**src/rtl/xclk_word_arbiter.sv**
```systemverilog
// Shares one DW-bit crossing register among N_REQ requesters; round-robin, or fixed priority (lowest index) with XARB_FIXED_PRIO_EN.
// Latency: grant, word, tag and toggle all register on the edge that sees req in IDLE; word then held HOLD_CYCLES+1 clocks minimum.
// Backpressure: requesters hold req/req_data until their one-cycle gnt; req is ignored while busy.
module xclk_word_arbiter #(
  parameter int N_REQ       = 4,
  parameter int DW          = 12,
  parameter int HOLD_CYCLES = 4
) (
  input  logic                     clk,
  input  logic                     rst_n,
  input  logic [N_REQ-1:0]         req,
  input  logic [N_REQ*DW-1:0]      req_data,
  output logic [N_REQ-1:0]         gnt,
  output logic [DW-1:0]            data_out,
  output logic [$clog2(N_REQ)-1:0] tag_out,
  output logic                     valid_tgl,
  output logic                     busy
);

  localparam int TW = $clog2(N_REQ);
  localparam int CW = 8;

  typedef enum logic {IDLE, HOLD} state_t;

  state_t            state_q, state_d;
  logic [CW-1:0]     cnt_q, cnt_d;
  logic [N_REQ-1:0]  gnt_q, gnt_d;
  logic [DW-1:0]     data_q, data_d;
  logic [TW-1:0]     tag_q, tag_d;
  logic              tgl_q, tgl_d;
  logic              busy_q, busy_d;

  logic              win_vld;
  logic [TW-1:0]     win_idx;

`ifdef XARB_FIXED_PRIO_EN
  // Descending scan so the lowest asserted index is the last (winning) assignment.
  always_comb begin
    win_vld = 1'b0;
    win_idx = '0;
    for (int i = N_REQ - 1; i >= 0; i--) begin
      if (req[i]) begin
        win_vld = 1'b1;
        win_idx = TW'(i);
      end
    end
  end
`else
  logic [TW-1:0] ptr_q, ptr_d;
  logic [TW:0]   scan_sum;
  logic [TW-1:0] scan_idx;

  // Scan offsets from N_REQ-1 down to 0 so the request closest to ptr wins.
  always_comb begin
    win_vld  = 1'b0;
    win_idx  = '0;
    scan_sum = '0;
    scan_idx = '0;
    for (int i = N_REQ - 1; i >= 0; i--) begin
      scan_sum = {1'b0, ptr_q} + (TW+1)'(i);
      if (scan_sum >= (TW+1)'(N_REQ)) begin
        scan_sum = scan_sum - (TW+1)'(N_REQ);
      end
      scan_idx = scan_sum[TW-1:0];
      if (req[scan_idx]) begin
        win_vld = 1'b1;
        win_idx = scan_idx;
      end
    end
  end

  always_comb begin
    ptr_d = ptr_q;
    if (state_q == IDLE && win_vld) begin
      ptr_d = (win_idx == TW'(N_REQ - 1)) ? '0 : win_idx + TW'(1);
    end
  end

  always_ff @(posedge clk or negedge rst_n) begin
    if (!rst_n) begin
      ptr_q <= '0;
    end else begin
      ptr_q <= ptr_d;
    end
  end
`endif

  always_comb begin
    state_d = state_q;
    cnt_d   = cnt_q;
    gnt_d   = '0;
    data_d  = data_q;
    tag_d   = tag_q;
    tgl_d   = tgl_q;
    case (state_q)
      IDLE: begin
        if (win_vld) begin
          state_d = HOLD;
          cnt_d   = CW'(HOLD_CYCLES - 1);
          gnt_d   = {{(N_REQ-1){1'b0}}, 1'b1} << win_idx;
          data_d  = req_data[win_idx*DW +: DW];
          tag_d   = win_idx;
          tgl_d   = ~tgl_q;
        end
      end
      HOLD: begin
        if (cnt_q != '0) begin
          cnt_d = cnt_q - CW'(1);
        end else begin
          state_d = IDLE;
        end
      end
      default: state_d = IDLE;
    endcase
    busy_d = (state_d == HOLD);
  end

  always_ff @(posedge clk or negedge rst_n) begin
    if (!rst_n) begin
      state_q <= IDLE;
      cnt_q   <= '0;
      gnt_q   <= '0;
      data_q  <= '0;
      tag_q   <= '0;
      tgl_q   <= 1'b0;
      busy_q  <= 1'b0;
    end else begin
      state_q <= state_d;
      cnt_q   <= cnt_d;
      gnt_q   <= gnt_d;
      data_q  <= data_d;
      tag_q   <= tag_d;
      tgl_q   <= tgl_d;
      busy_q  <= busy_d;
    end
  end

  assign gnt       = gnt_q;
  assign data_out  = data_q;
  assign tag_out   = tag_q;
  assign valid_tgl = tgl_q;
  assign busy      = busy_q;

endmodule

```
**config.mk**
```make
export PLATFORM = sky130hd
export DESIGN_NAME = xclk_word_arbiter
export DESIGN_NICKNAME = d
export VERILOG_FILES = /design/src/rtl/xclk_word_arbiter.sv
export SDC_FILE = /design/constraint.sdc
export NUM_CORES = 1
export LEC_CHECK = 0
export CAP_MARGIN = 25
export CELL_PAD_IN_SITES_DETAIL_PLACEMENT = 0
export CELL_PAD_IN_SITES_GLOBAL_PLACEMENT = 1
export CORE_MARGIN = 5
export CORE_UTILIZATION = 32
export DETAILED_ROUTE_END_ITERATION = 16
export PLACE_DENSITY_LB_ADDON = 0.1
export SLEW_MARGIN = 15
export SYNTH_ARGS = -nofsm -noshare
export SYNTH_HDL_FRONTEND = slang
export SYNTH_SLANG_ARGS = --single-unit
```
**constraint.sdc**
```tcl
create_clock -name clk -period 3.2 [get_ports clk]
set_input_delay 0.8 -clock clk [delete_from_list [all_inputs] [get_ports clk]]
set_output_delay 0.8 -clock clk [all_outputs]
set_load 0.01 [all_outputs]
```
==> key figures <==
STA
  • Final hold slack: 0.4858 ns
  • Highest clock rate: 423.9 MHz
  • Fin. Hold Viols: 0
  • Final setup viols: 0
  • Min Clock Period, post-route: 2.359 ns
  • Slew @ Worst Pin: 0.7285 ns
  • Total Neg Setup Slack: 0 ns
  • Worst rel slew slack: 51.27%
  • Tcrit/Tclk final: 73.73%
  • Worst Skew: 0.002490 ns
  • RSZ-0062 raised after global routing: false
  • Fin worst setup slack: 0.8408 ns
  • Fin. max-slew vios: 0

Status
  • Status: complete, no violations

Logic synthesis
  • Post-synth EDFFs: 0
  • FFs w/ async S/R, synth: 100.0%
  • Gate Count Post-Synth: 159
  • Post-synth net total: 216
  • Yosys warns: 0
  • Syn Area/Cell: 10.13 µm²
  • Primary FF master, synth: dfrtp_1
  • Post-synthesis sequential area ratio: 46.62%
  • Post-Syn Area: 0.001610 mm²
  • Netlist cell types: 29
  • Synthesized flop and latch total: 30

Setup path
  • Startpoint Class: input pin
  • Critical path peak fanout: 13
  • Reg-to-Reg Start: cnt_q[4]
  • CP Capture Type: flop
  • CP Data Required Time: 3.38 ns
  • Critical Path AT: 2.54 ns
  • R2r worst-path depth: 5
  • Worst R2R Setup Slack: 0.95 ns
  • Type of the worst setup path: in -> reg
  • Critical R2R Capture: cnt_q[4]

Place
  • Post-DP HPWL: 3.146 mm
  • Port bufs: 73
  • Pre-CTS WS: 0.5253 ns
  • GP Congestion: 0.7375

Finish
  • Most frequent cells in the layout: 73 x clkdlybuf4s50_1, 30 x dfrtp_1, 24 x mux2i_1
  • Fin util: 52.57%
  • Final net count: 291
  • Area Overhead vs Synth: 57.27%
  • Ant. Diodes: 0
  • Share of layout cells above drive strength 1: 5.957%
  • Most common cell after layout, fill and taps aside: clkdlybuf4s50_1

Clock network
  • Clock buffer count from CTS: 5
  • Clk sinks: 30
  • CTS Buffer Depth: 2
  • Clock transition at path regs: 0.06 ns
  • H-tree depth: 2
  • CTS root buffer: clkbuf_8
  • Cts repair resizes: 0
  • Worst skew pair latency: 0.27 ns
  • Hold Buf Count CTS: 0
  • Postcts setup bufs: 0
  • CTS tree: done

Global routing
  • Congestion Overflow GR: 0
  • Tot GR Track Use: 13.80%
  • Global-route wire length before repair: 6.893 mm
  • Largest net degree at the start of global routing: 31
  • Initial antenna violation count: 0
  • Vias in the first global route: 1517

Hold path
  • Min-delay worst type: reg -> reg
  • Hold Path Sink: valid_tgl
  • Hold_sp: valid_tgl
  • Hold path depth: 1

Flow run
  • Max Cap Viol: 0

Floorplan
  • IO Count: 74
  • Core Rows: 25
  • Core Region: 0.004817 mm²
  • Initial Utilization: 33.43%
  • Die H: 80.94 µm
  • Die ar.: 0.006550 mm²
  • Die X: 80.94 µm

Power and ir drop
  • LEAKAGE: 0.001132 µW
  • Maximum vdd ir drop: 0.1298 mV
  • Pwr Density: 396.2 mW/mm²
  • Tot Pwr: 1003 µW

Drt
  • Vias/cell: 4.765
  • DRC: 0
  • DRT iter0 DRCs: 85
  • Post-DRT Antenna Nets: 0
  • WL per Instance: 13.81 µm
  • Via count: 1439
  • Drt pass-1 iters: 4
  • Drt total wl: 4.171 mm
==> logic make-up (layout without fill, tap and decap cells) <==
| family | count (synthesis) | in the layout | share of synthesized area, % |
|---|---|---|---|
| AND/OR/NAND/NOR | 47 | 47 | 13.44 |
| multiplexers | 24 | 24 | 14.92 |
| flip-flops | 30 | 30 | 46.62 |
| AO/OA/AOI/OAI | 37 | 37 | 17.17 |
| XOR/XNOR | 2 | 2 | 1.088 |
| buffers and inverters | 16 | 92 | 4.428 |
| adder cells (fa/ha/maj) | 3 | 3 | 2.331 |
==> where the power goes <==
group | internal [µW] | leakage, µW | switching (µW)
clock network | 217 | 0.0000575 | 134
logic | 146 | 0.000721 | 88.4
registers | 402 | 0.000353 | 15.6
total | 765 | 0.00113 | 238
==> critical path, cell delays in order <==
cell             delay [ns]
clkdlybuf4s50_1        0.50
nand2b_1               0.13
a21oi_1                0.05
o32a_1                 0.39
nand2b_1               0.38
o221ai_1               0.29
==> per-layer routing <==
layer	global-route usage [%]	routed length, µm	up-vias
met2	21.84	1891	52
met3	6.541	406	6
li1	-	-	723
met5	0	0	-
met4	3.547	39	0
met1	16.90	1833	658
==> flip-flops by register name, summed over array words and instances (netlist names) <==
name	flops
valid_tgl	1
data_out	12
cnt_q	8
busy	1
tag_out	2
gnt	4
ptr_q	2
==> worst max-delay path by stage <==
stage                      start     endpoint  slack (ns)
after detailed placement  req[1]  data_out[6]        0.53
after CTS                 req[1]  data_out[4]        0.82
after global routing      req[1]  data_out[6]        0.72
final                     req[1]  data_out[4]        0.84
after floorplan           req[2]     ptr_q[1]        0.96
after global placement    req[1]  data_out[5]        0.58
==> cell type report <==
cell class / instances / area [µm²]
Timing Repair Buffer: 77 / 773.2
Tap cell: 67 / 83.83
Fill cell: 439 / 2285
Multi-Input combinational cell: 113 / 788.3
Clock buffer: 8 / 110.1
Inverter: 7 / 26.28
Sequential cell: 30 / 750.7
==> cell usage after synthesis, types with 2 or more instances <==
cell type	n	share of area [%]
dfrtp_1	30	47
mux2i_1	24	15
nand2_1	21	4.9
o221ai_1	12	6.5
nor2_1	10	2.3
a21oi_1	7	2.2
inv_1	7	1.6
nand2b_1	6	2.3
o21ai_0	5	1.6
clkbuf_1	4	0.93
o21ai_1	4	1.2
a21o_1	3	1.4
buf_2	3	0.93
ha_1	3	2.3
nor3_1	3	0.93
and2_1	2	0.78
buf_4	2	0.93
xnor2_1	2	1.1
==> stage by stage <==
| step | std cells | cell area, µm² |
|---|---|---|
| floorplan | 159 | 1610 |
| global placement | 294 | 2422 |
| detailed placement | 294 | 2422 |
| CTS | 302 | 2532 |
| global route | 302 | 2532 |
| finish | 302 | 2532 |
Power figures use the tool's default switching activity.
